`config.mk`:
```
export PLATFORM = sky130hd
export DESIGN_NAME = uart_matrix_rx
export DESIGN_NICKNAME = d
export VERILOG_FILES = /design/src/rtl/uart_matrix_rx.sv
export SDC_FILE = /design/constraint.sdc
export NUM_CORES = 1
export LEC_CHECK = 0
export BUFFER_PORTS_ARGS = -buffer_cell sky130_fd_sc_hd__buf_4
export CORE_MARGIN = 8
export CORE_UTILIZATION = 50
export CTS_CLUSTER_DIAMETER = 50
export DETAILED_ROUTE_END_ITERATION = 10
export GPL_ROUTABILITY_DRIVEN = 1
export PLACE_DENSITY = 0.75
export SYNTH_ARGS = -nofsm -noshare
export SYNTH_HDL_FRONTEND = slang
export SYNTH_SLANG_ARGS = --single-unit
```
`constraint.sdc`:
```
create_clock -name sys_clk_i -period 4.05 [get_ports sys_clk_i]
set_clock_uncertainty 0.15 [all_clocks]
set_input_delay 0.6075 -clock sys_clk_i [delete_from_list [all_inputs] [get_ports sys_clk_i]]
set_output_delay 0.6075 -clock sys_clk_i [all_outputs]
set_load 0.03 [all_outputs]
```
`src/rtl/uart_matrix_rx.sv`:
```
// UART 8N1 receiver that packs four bytes into a 2x2 matrix behind a valid/ready handshake.
// Byte strobe is one clock after the stop-bit sample. matrix_o loads one clock later; a full, unconsumed output drops the new matrix and sets overrun.
module uart_matrix_rx #(
  parameter int CLKS_PER_BIT     = 868,
  parameter int GAP_TIMEOUT_CLKS = 200000
) (
  input  logic        sys_clk_i,
  input  logic        rst_n,
  input  logic        uart_rx_i,
  output logic [7:0]  byte_o,
  output logic        byte_valid_o,
  output logic [31:0] matrix_o,
  output logic        matrix_valid_o,
  input  logic        matrix_ready_i,
  output logic        frame_err_o,
  output logic        overrun_o
);

  localparam int CW = $clog2(CLKS_PER_BIT + 1);
  localparam int GW = $clog2(GAP_TIMEOUT_CLKS + 1);
  localparam logic [CW-1:0] BIT_LAST  = CW'(CLKS_PER_BIT - 1);
  localparam logic [CW-1:0] HALF_LAST = CW'(CLKS_PER_BIT / 2 - 1);
  localparam logic [GW-1:0] GAP_LAST  = GW'(GAP_TIMEOUT_CLKS);

  typedef enum logic [2:0] {IDLE, START, DATA, STOP, WAIT_IDLE} state_t;

  state_t          state, state_nxt;
  logic [1:0]      rst_pipe;
  logic            rst_int_n;
  logic            rx_s1, rx_s2, rx_prev;
  logic [CW-1:0]   cnt;
  logic [2:0]      bit_idx;
  logic [7:0]      shreg;
  logic            cnt_clr, bit_smp, stop_ok, stop_bad;
  logic [1:0]      slot;
  logic [23:0]     stage;
  logic [GW-1:0]   gap_cnt;
  logic            gap_hit, mat_load;

  // Reset asserts immediately but is released two clocks after rst_n rises.
  always_ff @(posedge sys_clk_i or negedge rst_n) begin
    if (!rst_n) rst_pipe <= 2'b00;
    else        rst_pipe <= {rst_pipe[0], 1'b1};
  end
  assign rst_int_n = rst_pipe[1];

  always_ff @(posedge sys_clk_i or negedge rst_int_n) begin
    if (!rst_int_n) state <= IDLE;
    else            state <= state_nxt;
  end

  always_comb begin
    state_nxt = state;
    cnt_clr   = 1'b0;
    bit_smp   = 1'b0;
    stop_ok   = 1'b0;
    stop_bad  = 1'b0;
    unique case (state)
      IDLE: if (rx_prev && !rx_s2) begin
        state_nxt = START;
        cnt_clr   = 1'b1;
      end
      START: if (cnt == HALF_LAST) begin
        cnt_clr   = 1'b1;
        state_nxt = rx_s2 ? IDLE : DATA;
      end
      DATA: if (cnt == BIT_LAST) begin
        cnt_clr = 1'b1;
        bit_smp = 1'b1;
        if (bit_idx == 3'd7) state_nxt = STOP;
      end
      STOP: if (cnt == BIT_LAST) begin
        cnt_clr = 1'b1;
        if (rx_s2) begin
          stop_ok   = 1'b1;
          state_nxt = IDLE;
        end else begin
          stop_bad  = 1'b1;
          state_nxt = WAIT_IDLE;
        end
      end
      WAIT_IDLE: if (rx_s2) state_nxt = IDLE;
      default: state_nxt = IDLE;
    endcase
  end

  always_ff @(posedge sys_clk_i or negedge rst_int_n) begin
    if (!rst_int_n) begin
      rx_s1        <= 1'b1;
      rx_s2        <= 1'b1;
      rx_prev      <= 1'b1;
      cnt          <= '0;
      bit_idx      <= 3'd0;
      shreg        <= 8'd0;
      byte_o       <= 8'd0;
      byte_valid_o <= 1'b0;
      frame_err_o  <= 1'b0;
    end else begin
      rx_s1   <= uart_rx_i;
      rx_s2   <= rx_s1;
      rx_prev <= rx_s2;
      if (cnt_clr || state == IDLE || state == WAIT_IDLE) cnt <= '0;
      else                                                cnt <= cnt + 1'b1;
      if (state == IDLE)  bit_idx <= 3'd0;
      else if (bit_smp)   bit_idx <= bit_idx + 3'd1;
      if (bit_smp) shreg <= {rx_s2, shreg[7:1]};
      if (stop_ok) byte_o <= shreg;
      byte_valid_o <= stop_ok;
      frame_err_o  <= stop_bad;
    end
  end

  assign gap_hit  = (gap_cnt == GAP_LAST);
  assign mat_load = byte_valid_o && (slot == 2'd3) && !gap_hit &&
                    (!matrix_valid_o || matrix_ready_i);

  always_ff @(posedge sys_clk_i or negedge rst_int_n) begin
    if (!rst_int_n) begin
      slot           <= 2'd0;
      stage          <= 24'd0;
      gap_cnt        <= '0;
      matrix_o       <= 32'd0;
      matrix_valid_o <= 1'b0;
      overrun_o      <= 1'b0;
    end else begin
      if (slot != 2'd0 && state == IDLE && !gap_hit) gap_cnt <= gap_cnt + 1'b1;
      else                                           gap_cnt <= '0;

      // A framing error or an over-long gap discards any partial matrix.
      if (frame_err_o || gap_hit) begin
        slot <= 2'd0;
      end else if (byte_valid_o) begin
        slot <= slot + 2'd1;
        case (slot)
          2'd0:    stage[7:0]   <= byte_o;
          2'd1:    stage[15:8]  <= byte_o;
          2'd2:    stage[23:16] <= byte_o;
          default: if (!mat_load) overrun_o <= 1'b1;
        endcase
      end

      if (mat_load) begin
        matrix_o       <= {byte_o, stage};
        matrix_valid_o <= 1'b1;
      end else if (matrix_ready_i) begin
        matrix_valid_o <= 1'b0;
      end
    end
  end

endmodule
```
**Word level (Yosys, flattened, before mapping)**

Index checks and enable logic that the tools add are counted.

- Word-level logic and storage cells: 97
- Bits in registers: 117
- Output and inout bits: 44
- Input port bits: 4

- Reduce and logical (&&, ||, !) cells: 26
- Add/subtract/negate cells: 4
- Bitwise operators: 3
- Multiplexer cells: 28
- Equality and inequality tests: 17

Operator list:

| operator | number |
|---|---|
| 3-bit two-way mux | 9 |
| 18-bit by 1-bit adder with 18-bit output, second input constant | 1 |
| 18-bit equality test, second input constant | 1 |
| 18-bit two-way mux | 1 |
| 3-bit one-hot mux with 5 select lines | 1 |
| 1-bit two-way mux | 12 |
| 2-bit inequality test, second input constant | 6 |
| 10-bit by 1-bit adder with 10-bit output, second input constant | 1 |
| 10-bit equality test, second input constant | 1 |
| 10-bit by 9-bit equality test with 1-bit output, second input constant | 1 |
| 10-bit two-way mux | 1 |
| 3-bit AND reduction | 3 |
| 2-bit nonzero test | 4 |
| 3-bit by 2-bit equality test with 1-bit output, second input constant | 2 |
| 3-bit equality test, second input constant | 2 |
| 1-bit logical AND | 6 |
| 2-bit two-way mux | 3 |
| 6-bit AND reduction | 1 |
| 2-bit equality test, second input constant | 2 |
| 1-bit logical OR | 4 |
| 4-bit AND reduction | 1 |
| 3-bit by 1-bit adder with 3-bit output, second input constant | 1 |
| 3-bit by 1-bit equality test with 1-bit output, second input constant | 1 |
| 1-bit zero test | 3 |
| other kinds (8) | 10 |

**Logic depth before layout (Yosys ltp)**

- Depth in word-level cells: 7
- Depth in mapped cells: 6
- Gate-level depth less buffers: 6

**Worst setup path before layout**

No wires, ideal clock.

- Path kind: reg-to-reg
- Start: register gap_cnt[0]
- End: register stage[16]
- Stages on the path, launching flop included: 7
- Path buffers: 0
- Path slack: 2.063 ns
- Data required time: 3.775 ns
- Period minus slack after synthesis: 1.987 ns
- Library setup time: 0.125 ns
- Arrival time: 1.712 ns
- Path through: dfrtp_1 inv_1 ha_1 and4bb_2 nand4_2 o211ai_4 mux2_2

- Word-level cells in the longest chain between the ends: 4

Ends and longest elaborated chain:

| what | line | text |
|---|---|---|
| start: declaration | 37 | `logic [GW-1:0] gap_cnt;` |
| start signal: assignment | 126 | `if (slot != 2'd0 && state == IDLE && !gap_hit) gap_cnt <= gap_cnt + 1'b1;` |
| 18-bit equality test | 113 | `assign gap_hit = (gap_cnt == GAP_LAST);` |
| 1-bit logical OR | 130 | `if (frame_err_o \|\| gap_hit) begin` |
| 1-bit NOT (no line) | -- |  |
| 3-bit AND reduction (no line) | -- |  |
| end signal: assignment | 137 | `2'd2: stage[23:16] <= byte_o;` |
| end: declaration | 36 | `logic [23:0] stage;` |

No other way between the ends.
A chain may end at the register's enable or synchronous reset.

**Worst setup path in the final report**

- Start: register gap_cnt[12]
- End: register matrix_o[9]

- Word-level cells in the longest chain between the ends: 4

Ends and longest elaborated chain:

| what | line | text |
|---|---|---|
| 18-bit equality test | 113 |  |
| 1-bit zero test | 114 | `assign mat_load = byte_valid_o && (slot == 2'd3) && !gap_hit &&` |
| 1-bit logical AND (2 in a row) | 114 |  |
| end signal: assignment | 143 | `matrix_o <= {byte_o, stage};` |
| end: declaration | 12 | `output logic [31:0] matrix_o,` |

No other way between the ends.

==> flow_summary.json <==
{
  "dieArea_mm2": 0.0135,
  "drc": 0,
  "synthesis.nets": 388,
  "outcome": "finished clean",
  "p_clk_share_pct": 52.1,
  "met3_usage_pct": 4.24,
  "ff_latch_area_mm2": 0.00294,
  "place_congestion": 0.867,
  "nNetsFinal": 450,
  "vias": 3132,
  "power_density_mw_per_mm2": 468,
  "grt-busiest-layer": "met2",
  "startpoint_type": "flip-flop",
  "setup_violations": 0,
  "grt_max_degree": 71,
  "rows": 36,
  "reg2reg_slack_ns": 1.45,
  "synth-edff-count": 0,
  "synthTopCellsByArea": "dfrtp_1, mux2_2, ha_1",
  "power.internal_uw": 2220,
  "p_leak_uw": 0.00291,
  "max_slew_margin_pct": 28.1,
  "avgSynthCellArea_um2": 13.5,
  "final_common_cell": "dfrtp_1",
  "dp.final_hpwl_um": 6420,
  "synth_xor_xnor_area_share_pct": 4.00,
  "cts_setup_buffers": 0,
  "holdCritPathClass": "in -> reg",
  "p_total_uw": 2870,
  "muxShareOfSynthArea_pct": 17.1,
  "fp.coreArea_mm2": 0.00977,
  "htreeDepth": 4,
  "combPwrFrac_pct": 3.6,
  "root_buffer": "clkbuf_8",
  "cts.sinks": 117,
  "overflow": 0,
  "ys_types": 43,
  "finalCriticalPeriod_ns": 2.60,
  "synth_cells": 374,
  "synth_fa_ha_area_share_pct": 2.49,
  "fin_crit_sh_pct": 64.2,
  "avgRoutedWirePerCell_um": 16.5,
  "cts_buffers": 17,
  "yosysWarnings": 0,
  "setup.worst_path.class": "reg -> reg",
  "cap_viol_max_count": 0,
  "use_met1_pct": 19.0,
  "worst-path-max-fanout": 32,
  "clk_pin_slew_ns": 0.06,
  "cts_tree": "yes",
  "syn_to_final_growth_pct": 21.8,
  "rsz0062_at_grt": "false",
  "clock_path_buffers": 2,
  "insertion_delay_ns": 0.50,
  "drt_iter0_drc": 176,
  "first_pass_iters": 4,
  "seqPwrFrac_pct": 44.3,
  "synth_top_family_by_area": "multiplexers",
  "drt-total-wl_um": 9620,
  "critPathRequiredTime_ns": 4.28,
  "netlist.area_leader.share_pct": 56.7,
  "fillCellCount": 757,
  "synth-compound-area-share_pct": 3.48,
  "initial_utilization_pct": 51.5,
  "slew_violations": 0,
  "final_util_pct": 62.7,
  "synth_top_cell_by_area": "dfrtp_1",
  "switching_share_pct": 22.6,
  "vias_per_cell": 5.38,
  "grt_pass1_wl_um": 16300,
  "worst_slew_pin_slew_ns": 1.07,
  "netlist_area_mm2": 0.00503,
  "layout_common_cells": "dfrtp_1, mux2_2, buf_4, nor2_1, clkbuf_16",
  "grt_usage_pct": 15.6,
  "multiInputGateArea_mm2": 0.00200,
  "use_met2_pct": 25.9,
  "hold_viol": 0,
  "cp-end-kind": "flip-flop",
  "ys_async_sr_fraction_pct": 100,
  "clock.fmax_mhz": 385,
  "grt_pass1_vias": 3311,
  "synth-simple-area-share_pct": 12.7,
  "die_w_um": 116,
  "layout-drive-gt1-share_pct": 37.9,
  "p_sw_uw": 649,
  "worst_ir_drop_vdd_mv": 0.294,
  "antenna_left": 0,
  "whs_ns": 0.0622,
  "io_buffers": 47,
  "antenna_found_initial": 0,
  "die_height_um": 116,
  "ys_ff_latch": 117,
  "pin_count": 48,
  "worstPathArrival_ns": 2.83,
  "tns_ns": 0,
  "ys.flop_type": "dfrtp_1",
  "yosysSeqAreaShare_pct": 58.2,
  "n_antenna_cell": 0
}
==> final timing paths <==
| check | start | to | cells after the start |
|---|---|---|---|
| setup reg to reg | gap_cnt[12]$_DFF_PN0_ | matrix_o[9]$_DFFE_PN0P_ | 4 |
| setup / recovery | gap_cnt[12]$_DFF_PN0_ | matrix_o[9]$_DFFE_PN0P_ | 4 |
| hold / removal | uart_rx_i | rx_s1$_DFF_PN1_ | 1 |
| hold reg to reg | rst_pipe[0]$_DFF_PN0_ | rst_pipe[1]$_DFF_PN0_ | 0 |
| max in group asynchronous | rst_pipe[1]$_DFF_PN0_ | byte_o[2]$_DFFE_PN0P_ | 1 |
| min in group asynchronous | rst_n | rst_pipe[1]$_DFF_PN0_ | 2 |
==> synthesized netlist by cell type, types with 3 or more instances <==
cell type	n
nor3_1	11
nand2_1	12
nand4_1	6
mux2_1	3
or3_1	4
ha_1	10
and4_1	4
o211ai_4	4
buf_2	4
xnor2_1	14
nor2_1	30
mux2_2	69
and4bb_2	4
a21oi_1	3
buf_6	3
nor4_1	6
mux2i_1	5
inv_1	12
xor2_1	9
dfrtp_1	114
nand3_1	12
dfstp_2	3
==> worst max-delay path, stage by stage, from the launching register on <==
cell	delay, ns
dfrtp_1	0.46
nor4b_2	0.26
nand4b_1	0.24
o211ai_4	0.92
mux2_2	0.43
==> layer usage <==
| layer | share of wire [%] | routed length (um) | vias up |
|---|---|---|---|
| met5 | 0 | 0 | - |
| met4 | 1.1 | 104 | 0 |
| met3 | 5.2 | 503 | 10 |
| met2 | 49 | 4740 | 63 |
| met1 | 44 | 4270 | 1598 |
| li1 | - | - | 1461 |
==> what timing repair did <==
action,4_1_cts,5_1_grt
hold buffers,1,0
hold endpoints to repair,2,0
resized for setup,0,0
==> sequential cells by signal (all words and copies together) (netlist names) <==
signal / flops
rx_prev: 1
byte_o: 8
stage: 24
state: 3
slot: 2
byte_valid_o: 1
matrix_valid_o: 1
rst_pipe: 2
matrix_o: 32
rx_s2: 1
frame_err_o: 1
cnt: 10
overrun_o: 1
shreg: 8
gap_cnt: 18
rx_s1: 1
bit_idx: 3
==> power by group through the flow <==
stage / combinational (uW) / sequential (uW) / clock, uW
CTS: 104 / 1270 / 1530
global placement: 97.0 / 1290 / 0
detailed placement: 103 / 1290 / 0
floorplan: 74.8 / 1280 / 0
finish: 102 / 1270 / 1500
global route: 121 / 1280 / 1580
==> cell type report <==
class / instances / share of cell area, %
flip-flops and latches: 117 / 47.9
clock inverters: 13 / 2.80
multi-input cells: 238 / 32.7
clock buffers: 19 / 7.04
well taps: 133 / 2.71
repair buffers: 50 / 6.16
inverters: 12 / 0.735
==> cell families after synthesis <==
logic type      count (synthesis)
compound gates                 17
xor+xnor                       23
fa+ha+maj                      10
buf+inv                        19
flops                         117
mux                            77
other cells                     1
simple gates                  110
==> stage by stage <==
stage                     instances  setup slack [ns]  instance area, um2
final                           582              1.45                6130
after global routing            582              1.25                6130
after CTS                       582              1.42                6130
after detailed placement        549              1.45                5520
after global placement          549              1.46                5520
after floorplan                 374             0.404                5030
No activity file was read; power rests on OpenSTA's default activity.
